===== src/rtl/risc_toy_ifetch_queue.sv =====
// Instruction prefetch queue: sequential fetch ahead of decode, redirect flush.
// Optional performance counters are built when IFQ_PERF_EN is defined.
module risc_toy_ifetch_queue #(
  parameter int unsigned   DEPTH    = 4,
  parameter int unsigned   AW       = 30,
  parameter logic [AW-1:0] RESET_PC = '0
) (
  input  logic          CLK,
  input  logic          RSTN,
  output logic          IREQ,
  output logic [AW-1:0] IADDR,
  input  logic [31:0]   INSTR,
  input  logic          REDIR,
  input  logic [AW-1:0] REDIR_ADDR,
  output logic          D_VALID,
  input  logic          D_READY,
  output logic [31:0]   D_INSTR,
  output logic [AW-1:0] D_PC,
  output logic [31:0]   PERF_FETCH,
  output logic [15:0]   PERF_FLUSH
);

  localparam int unsigned PW = (DEPTH > 1) ? $clog2(DEPTH) : 1;
  localparam int unsigned CW = $clog2(DEPTH + 1);

  logic [31:0]   instr_mem_q [DEPTH];
  logic [AW-1:0] pc_mem_q    [DEPTH];

  logic [AW-1:0] fetch_pc_q,    fetch_pc_d;
  logic [AW-1:0] inflight_pc_q, inflight_pc_d;
  logic          inflight_v_q,  inflight_v_d;
  logic [PW-1:0] head_q,        head_d;
  logic [PW-1:0] tail_q,        tail_d;
  logic [CW-1:0] count_q,       count_d;

  logic          issue_c;
  logic          push_c;
  logic          pop_c;
  logic          dvalid_c;
  logic [CW:0]   occ_c;

  // Issue, push and pop decisions plus next-state; redirect overrides all
  always_comb begin
    occ_c         = {1'b0, count_q} + (CW+1)'(inflight_v_q);
    issue_c       = RSTN && !REDIR && (occ_c < (CW+1)'(DEPTH));
    push_c        = inflight_v_q && !REDIR;
    dvalid_c      = (count_q != '0) && !REDIR;
    pop_c         = dvalid_c && D_READY;

    fetch_pc_d    = fetch_pc_q;
    inflight_pc_d = inflight_pc_q;
    inflight_v_d  = issue_c;
    head_d        = head_q;
    tail_d        = tail_q;
    count_d       = count_q;

    if (REDIR) begin
      fetch_pc_d   = REDIR_ADDR;
      inflight_v_d = 1'b0;
      head_d       = tail_q;
      count_d      = '0;
    end else begin
      if (issue_c) begin
        inflight_pc_d = fetch_pc_q;
        fetch_pc_d    = fetch_pc_q + AW'(1);
      end
      if (push_c) tail_d = tail_q + PW'(1);
      if (pop_c)  head_d = head_q + PW'(1);
      count_d = count_q + CW'(push_c) - CW'(pop_c);
    end
  end

  always_ff @(posedge CLK or negedge RSTN) begin
    if (!RSTN) begin
      fetch_pc_q    <= RESET_PC;
      inflight_pc_q <= '0;
      inflight_v_q  <= 1'b0;
      head_q        <= '0;
      tail_q        <= '0;
      count_q       <= '0;
    end else begin
      fetch_pc_q    <= fetch_pc_d;
      inflight_pc_q <= inflight_pc_d;
      inflight_v_q  <= inflight_v_d;
      head_q        <= head_d;
      tail_q        <= tail_d;
      count_q       <= count_d;
    end
  end

  // Entry storage; cleared on reset so the head reads zero until written
  always_ff @(posedge CLK or negedge RSTN) begin
    if (!RSTN) begin
      for (int i = 0; i < int'(DEPTH); i++) begin
        instr_mem_q[i] <= '0;
        pc_mem_q[i]    <= '0;
      end
    end else if (push_c) begin
      instr_mem_q[tail_q] <= INSTR;
      pc_mem_q[tail_q]    <= inflight_pc_q;
    end
  end

  assign IREQ    = issue_c;
  assign IADDR   = fetch_pc_q;
  assign D_VALID = dvalid_c;
  assign D_INSTR = instr_mem_q[head_q];
  assign D_PC    = pc_mem_q[head_q];

`ifdef IFQ_PERF_EN
  logic [31:0] perf_fetch_q;
  logic [15:0] perf_flush_q;

  // Saturating delivery and redirect counters
  always_ff @(posedge CLK or negedge RSTN) begin
    if (!RSTN) begin
      perf_fetch_q <= '0;
      perf_flush_q <= '0;
    end else begin
      if (pop_c && (perf_fetch_q != '1)) perf_fetch_q <= perf_fetch_q + 32'(1);
      if (REDIR && (perf_flush_q != '1)) perf_flush_q <= perf_flush_q + 16'(1);
    end
  end

  assign PERF_FETCH = perf_fetch_q;
  assign PERF_FLUSH = perf_flush_q;
`else
  assign PERF_FETCH = '0;
  assign PERF_FLUSH = '0;
`endif

  a_count_bound: assert property (@(posedge CLK) disable iff (!RSTN) count_q <= CW'(DEPTH));

endmodule


===== config.mk =====
export PLATFORM = sky130hd
export DESIGN_NAME = risc_toy_ifetch_queue
export DESIGN_NICKNAME = d
export VERILOG_FILES = /design/src/rtl/risc_toy_ifetch_queue.sv
export SDC_FILE = /design/constraint.sdc
export NUM_CORES = 1
export LEC_CHECK = 0
export BUFFER_PORTS_ARGS = -buffer_cell sky130_fd_sc_hd__buf_4
export CORE_MARGIN = 4
export CORE_UTILIZATION = 50
export CTS_CLUSTER_SIZE = 20
export DETAILED_ROUTE_END_ITERATION = 8
export GPL_TIMING_DRIVEN = 0
export PLACE_DENSITY = 0.71
export SLEW_MARGIN = 15
export SYNTH_ARGS = -nofsm -noshare
export SYNTH_HDL_FRONTEND = slang
export SYNTH_SLANG_ARGS = --single-unit

===== constraint.sdc =====
create_clock -name CLK -period 5.6 [get_ports CLK]
set_input_delay 1.12 -clock CLK [delete_from_list [all_inputs] [get_ports CLK]]
set_output_delay 1.12 -clock CLK [all_outputs]
set_load 0.01 [all_outputs]

**Word level (Yosys, flattened, before mapping)**

Index checks and enable logic that the tools add are counted.

- Flip-flop bits (word level): 316
- Input port bits: 66
- Output and inout bits: 142
- Word-level logic and storage cells: 57

- $add $sub $neg: 6
- Order comparisons: 4
- Multiplexer cells: 18
- Bitwise operators: 3
- Reduce and logical (&&, ||, !) cells: 12

Operators by type and width:

| kind | count |
|---|---|
| $mux 30 | 5 |
| $bwmux 128 | 1 |
| $bwmux 120 | 1 |
| $mux 32 | 3 |
| $bmux 32 s2 | 1 |
| $demux 32 s2 | 1 |
| $bmux 30 s2 | 1 |
| $demux 30 s2 | 1 |
| $add 30x1->30 const B | 1 |
| $ge 3x3->1 const B | 2 |
| $logic_and 1x1->1 | 6 |
| $not 2->3 | 2 |
| $add 2x1->2 const B | 2 |
| $add 3x1->4 | 1 |
| $lt 4x3->1 const B | 1 |
| $mux 2 | 2 |
| $reduce_and 2->1 | 2 |
| $reduce_bool 2->1 | 2 |
| $add 3x1->3 | 1 |
| $lt 3x1->1 const B | 1 |
| $mux 3 | 1 |
| $reduce_bool 3->1 | 1 |
| $sub 3x1->3 | 1 |
| $logic_not 1->1 | 1 |
| other kinds (2) | 2 |

**Longest topological paths before layout**

- Depth after elaboration: 6
- Depth in mapped cells: 11
- Mapped depth without buffers: 11

**Least setup slack after synthesis**

OpenSTA, ideal clock, no wires.

- Path type: input port to output port
- Start point: input RSTN
- End point: output IREQ
- Arrival time: 2,061 ps
- Required time: 4,480 ps
- Path slack: 2,419 ps
- Stages on the path: 4
- Buffers on the path: 1
- Cell sequence: and4_1 > a22oi_2 > nor2_1 > clkbuf_1

- Cells in the longest elaborated chain, start to end: 2

Ends and longest elaborated chain:

| what | line | text |
|---|---|---|
| start: declaration | 9 | `input logic RSTN,` |
| $logic_and 1x1->1 (2 in series) | 45 | `issue_c = RSTN && !REDIR && (occ_c < (CW+1)'(DEPTH));` |
| end: declaration | 10 | `output logic IREQ,` |

Every way passes these cells.

**Worst setup path after layout**

Ends and elaborated chain as after synthesis.

==> results.cfg <==
[outcome]
status = complete, no violations

[sta]
skew_ns = 0.01115
tightest_slew_ns = 0.8769
rsz0062_at_grt = false
setup_viol = 0
post-route-min-period_ns = 4.980
layout_setup_ws_ns = 0.6200
finalCritPeriodShare = 0.8893
holdWs_ns = 0.4977
hold_viol = 0
relSlewSlack = 0.4154
fmax_mhz = 200.8
slew_violations = 0

[drt]
ant_nets = 0
first_iter_violations = 421
first_pass_iters = 5
vias_per_cell = 5.384
drc = 0
vias = 8657
wl_per_cell_microns = 19.78
wl_microns = 31800

[layout]
syn2layout_area_growth_pct = 21.14
final_nets = 1285
fin_util = 0.6184
fin_area_sq_um = 17320
drive_gt1_frac = 0.4959
antenna_cells = 0
layout_commonest_cell = dfrtp_1
layout_common_cells = 316 x dfrtp_1, 282 x mux2_2, 206 x buf_4

[clocking]
clk_path_buf_depth = 3
post_cts_buffers = 0
clk_latency_ns = 0.50
cts-resized-gates = 0
clk_pin_slew_ns = 0.06
cts_tree = built
cts_sinks = 316
holdBufCountCts = 0
cts_htree_levels = 2
cts_made_buffers = 34
cts_root_buf = clkbuf_16

[grt]
gr-total-overflow = 0
grt_pass1_wl_microns = 50240
grt_max_degree = 96
antenna_found_initial = 1
track_usage = 0.2034
grt_pass1_vias = 9199

[job]
drv_cap = 0

[pwr]
powerDensity_nw_per_um2 = 547.2
max-vdd-ir-drop_mv = 0.2852
swShare = 0.2970
power.combinational.fraction = 0.364
p_int_w = 0.006663
clockPowerShare = 0.229
leakage_nw = 7.885
switchingPower_w = 0.002814
power_frac_seq = 0.407

[setup_path]
r2r_start = count_q[1]$_DFF_PN0_
cpMaxStageDelayCell = clkbuf_1
crit_fanout = 87
r2r-end = inflight_pc_q[19]$_DFFE_PN0P_
crit_path_start_kind = primary input
criticalPathCategory = in -> out
reg2reg_slack_ns = 2.90
crit_arrival_ns = 3.86
path_common_cell = buf_16
r2r_cells = 6
critPathMaxStageDelay_ns = 0.48
critPathCaptureType = primary output
cp_cell_sequence = buf_8 > buf_16 > buf_16 > and4_1 > a22oi_2 > nor2_1 > clkbuf_1 > buf_4
required_ns = 4.48

[place]
dp_slack_ns = 0.5100
post-dp-hpwl_microns = 21720
gp_congestion = 0.8274
postPlaceCellArea_sq_um = 16230
port_buffers = 159

[yosys]
yosys_warnings = 0
async_reset_ff_frac = 1.000
ys_types = 39
seq_area_frac_synth = 0.5531
syn-mean-instance-area_sq_um = 14.82
synth_area_sq_um = 14300
synth-seq-cells = 316
synth-edff-count = 0
syn_inst = 965
ys.flop_type = dfrtp_1

[min_path]
hold_depth = 1
hp-start = pc_mem_q[12]$_DFFE_PN0P_
min_to = pc_mem_q[12]$_DFFE_PN0P_
hold_class = reg -> reg

[die]
die_x_microns = 177.1
num_rows = 61
die_y_microns = 177.1
initial_core_util = 0.5104
ios = 208
dieArea_sq_um = 31360
core_area_sq_um = 28010
critical path, delay by kind of cell:
| kind | cells | cell delay (ns) |
|---|---|---|
| AO/OA/AOI/OAI | 1 | 0.21 |
| AND/OR/NAND/NOR | 2 | 0.62 |
| buffers and inverters | 5 | 1.77 |
synth_stat cells, drive strengths merged, types with 3 or more instances:
| library cell | n | share of area |
|---|---|---|
| nand4 | 13 | 0.0057 |
| xor2 | 8 | 0.0049 |
| xnor2 | 18 | 0.011 |
| clkbuf | 46 | 0.012 |
| o21ai | 22 | 0.0077 |
| or4 | 6 | 0.0034 |
| dfrtp | 316 | 0.55 |
| and4 | 3 | 0.0018 |
| nor2b | 4 | 0.0017 |
| inv | 8 | 0.0021 |
| nor4 | 11 | 0.0048 |
| ha | 8 | 0.0070 |
| nand2 | 35 | 0.0092 |
| a31oi | 5 | 0.0022 |
| and3 | 5 | 0.0022 |
| mux2 | 282 | 0.22 |
| and2 | 3 | 0.0013 |
| o31ai | 4 | 0.0021 |
| nand3 | 16 | 0.0056 |
| buf | 55 | 0.027 |
| mux4 | 62 | 0.098 |
| nor2 | 15 | 0.0039 |
| nor3 | 4 | 0.0014 |
worst max path at each step:
| stage | slack (ns) | startpoint | cells past startpoint | to |
|---|---|---|---|---|
| floorplan | 2.42 | RSTN | 4 | IREQ |
| global placement | -1.51 | RSTN | 6 | IREQ |
| detailed placement | 0.51 | RSTN | 8 | IREQ |
| CTS | 0.52 | RSTN | 8 | IREQ |
| global route | 0.30 | RSTN | 8 | IREQ |
| finish | 0.62 | RSTN | 8 | IREQ |
power by group through the flow:
stage               Combinational (W)  Sequential [W]  Clock (W)
floorplan                     0.00229         0.00369          0
global placement              0.00342         0.00384          0
detailed placement            0.00350         0.00389          0
CTS                           0.00352         0.00386    0.00222
global route                  0.00373         0.00398    0.00231
finish                        0.00345         0.00386    0.00217
kinds of logic after synthesis:
| family | count (synthesis) | share of synthesized area |
|---|---|---|
| xor gates and xnor gates | 26 | 0.01593 |
| muxes | 346 | 0.3212 |
| other | 1 | 0.0002623 |
| and+or+nand+nor | 118 | 0.04271 |
| DFF | 316 | 0.5531 |
| buffers and inverters | 111 | 0.04218 |
| adders and majority gates | 9 | 0.008401 |
| AOI/OAI and AO/OA | 38 | 0.01628 |
final cells by class:
type                       count  area (sq um)
buffer                       101         565.5
clock buffer                  54          1080
clock inverter                 2         10.01
fill                        2226         10690
inverter                      10         37.54
multi-input combinational    585          5963
sequential                   316          7908
tap                          378         473.0
timing repair buffer         162          1284
stage by stage:
stage / total power [W] / setup TNS [ns] / cells
after global placement: 0.007257 / -33.78 / 1549
after global routing: 0.01002 / 0 / 1608
after detailed placement: 0.007391 / 0 / 1552
after floorplan: 0.005983 / 0 / 1012
after CTS: 0.009599 / 0 / 1608
final: 0.009477 / 0 / 1608
registers in the layout, summed over array words and instances, names as in the netlist:
| signal | flops |
|---|---|
| instr_mem_q | 128 |
| pc_mem_q | 120 |
| IADDR | 30 |
| inflight_pc_q | 30 |
| count_q | 3 |
| head_q | 2 |
| tail_q | 2 |
| inflight_v_q | 1 |
layer usage:
metal,global-route usage,part of all wire,up-vias
met2,0.3418,0.49,236
met5,0,0.00041,-
met1,0.2801,0.44,4435
met3,0.03717,0.056,46
met4,0.04449,0.017,2
li1,-,-,3938
Power figures use the tool's default switching activity.
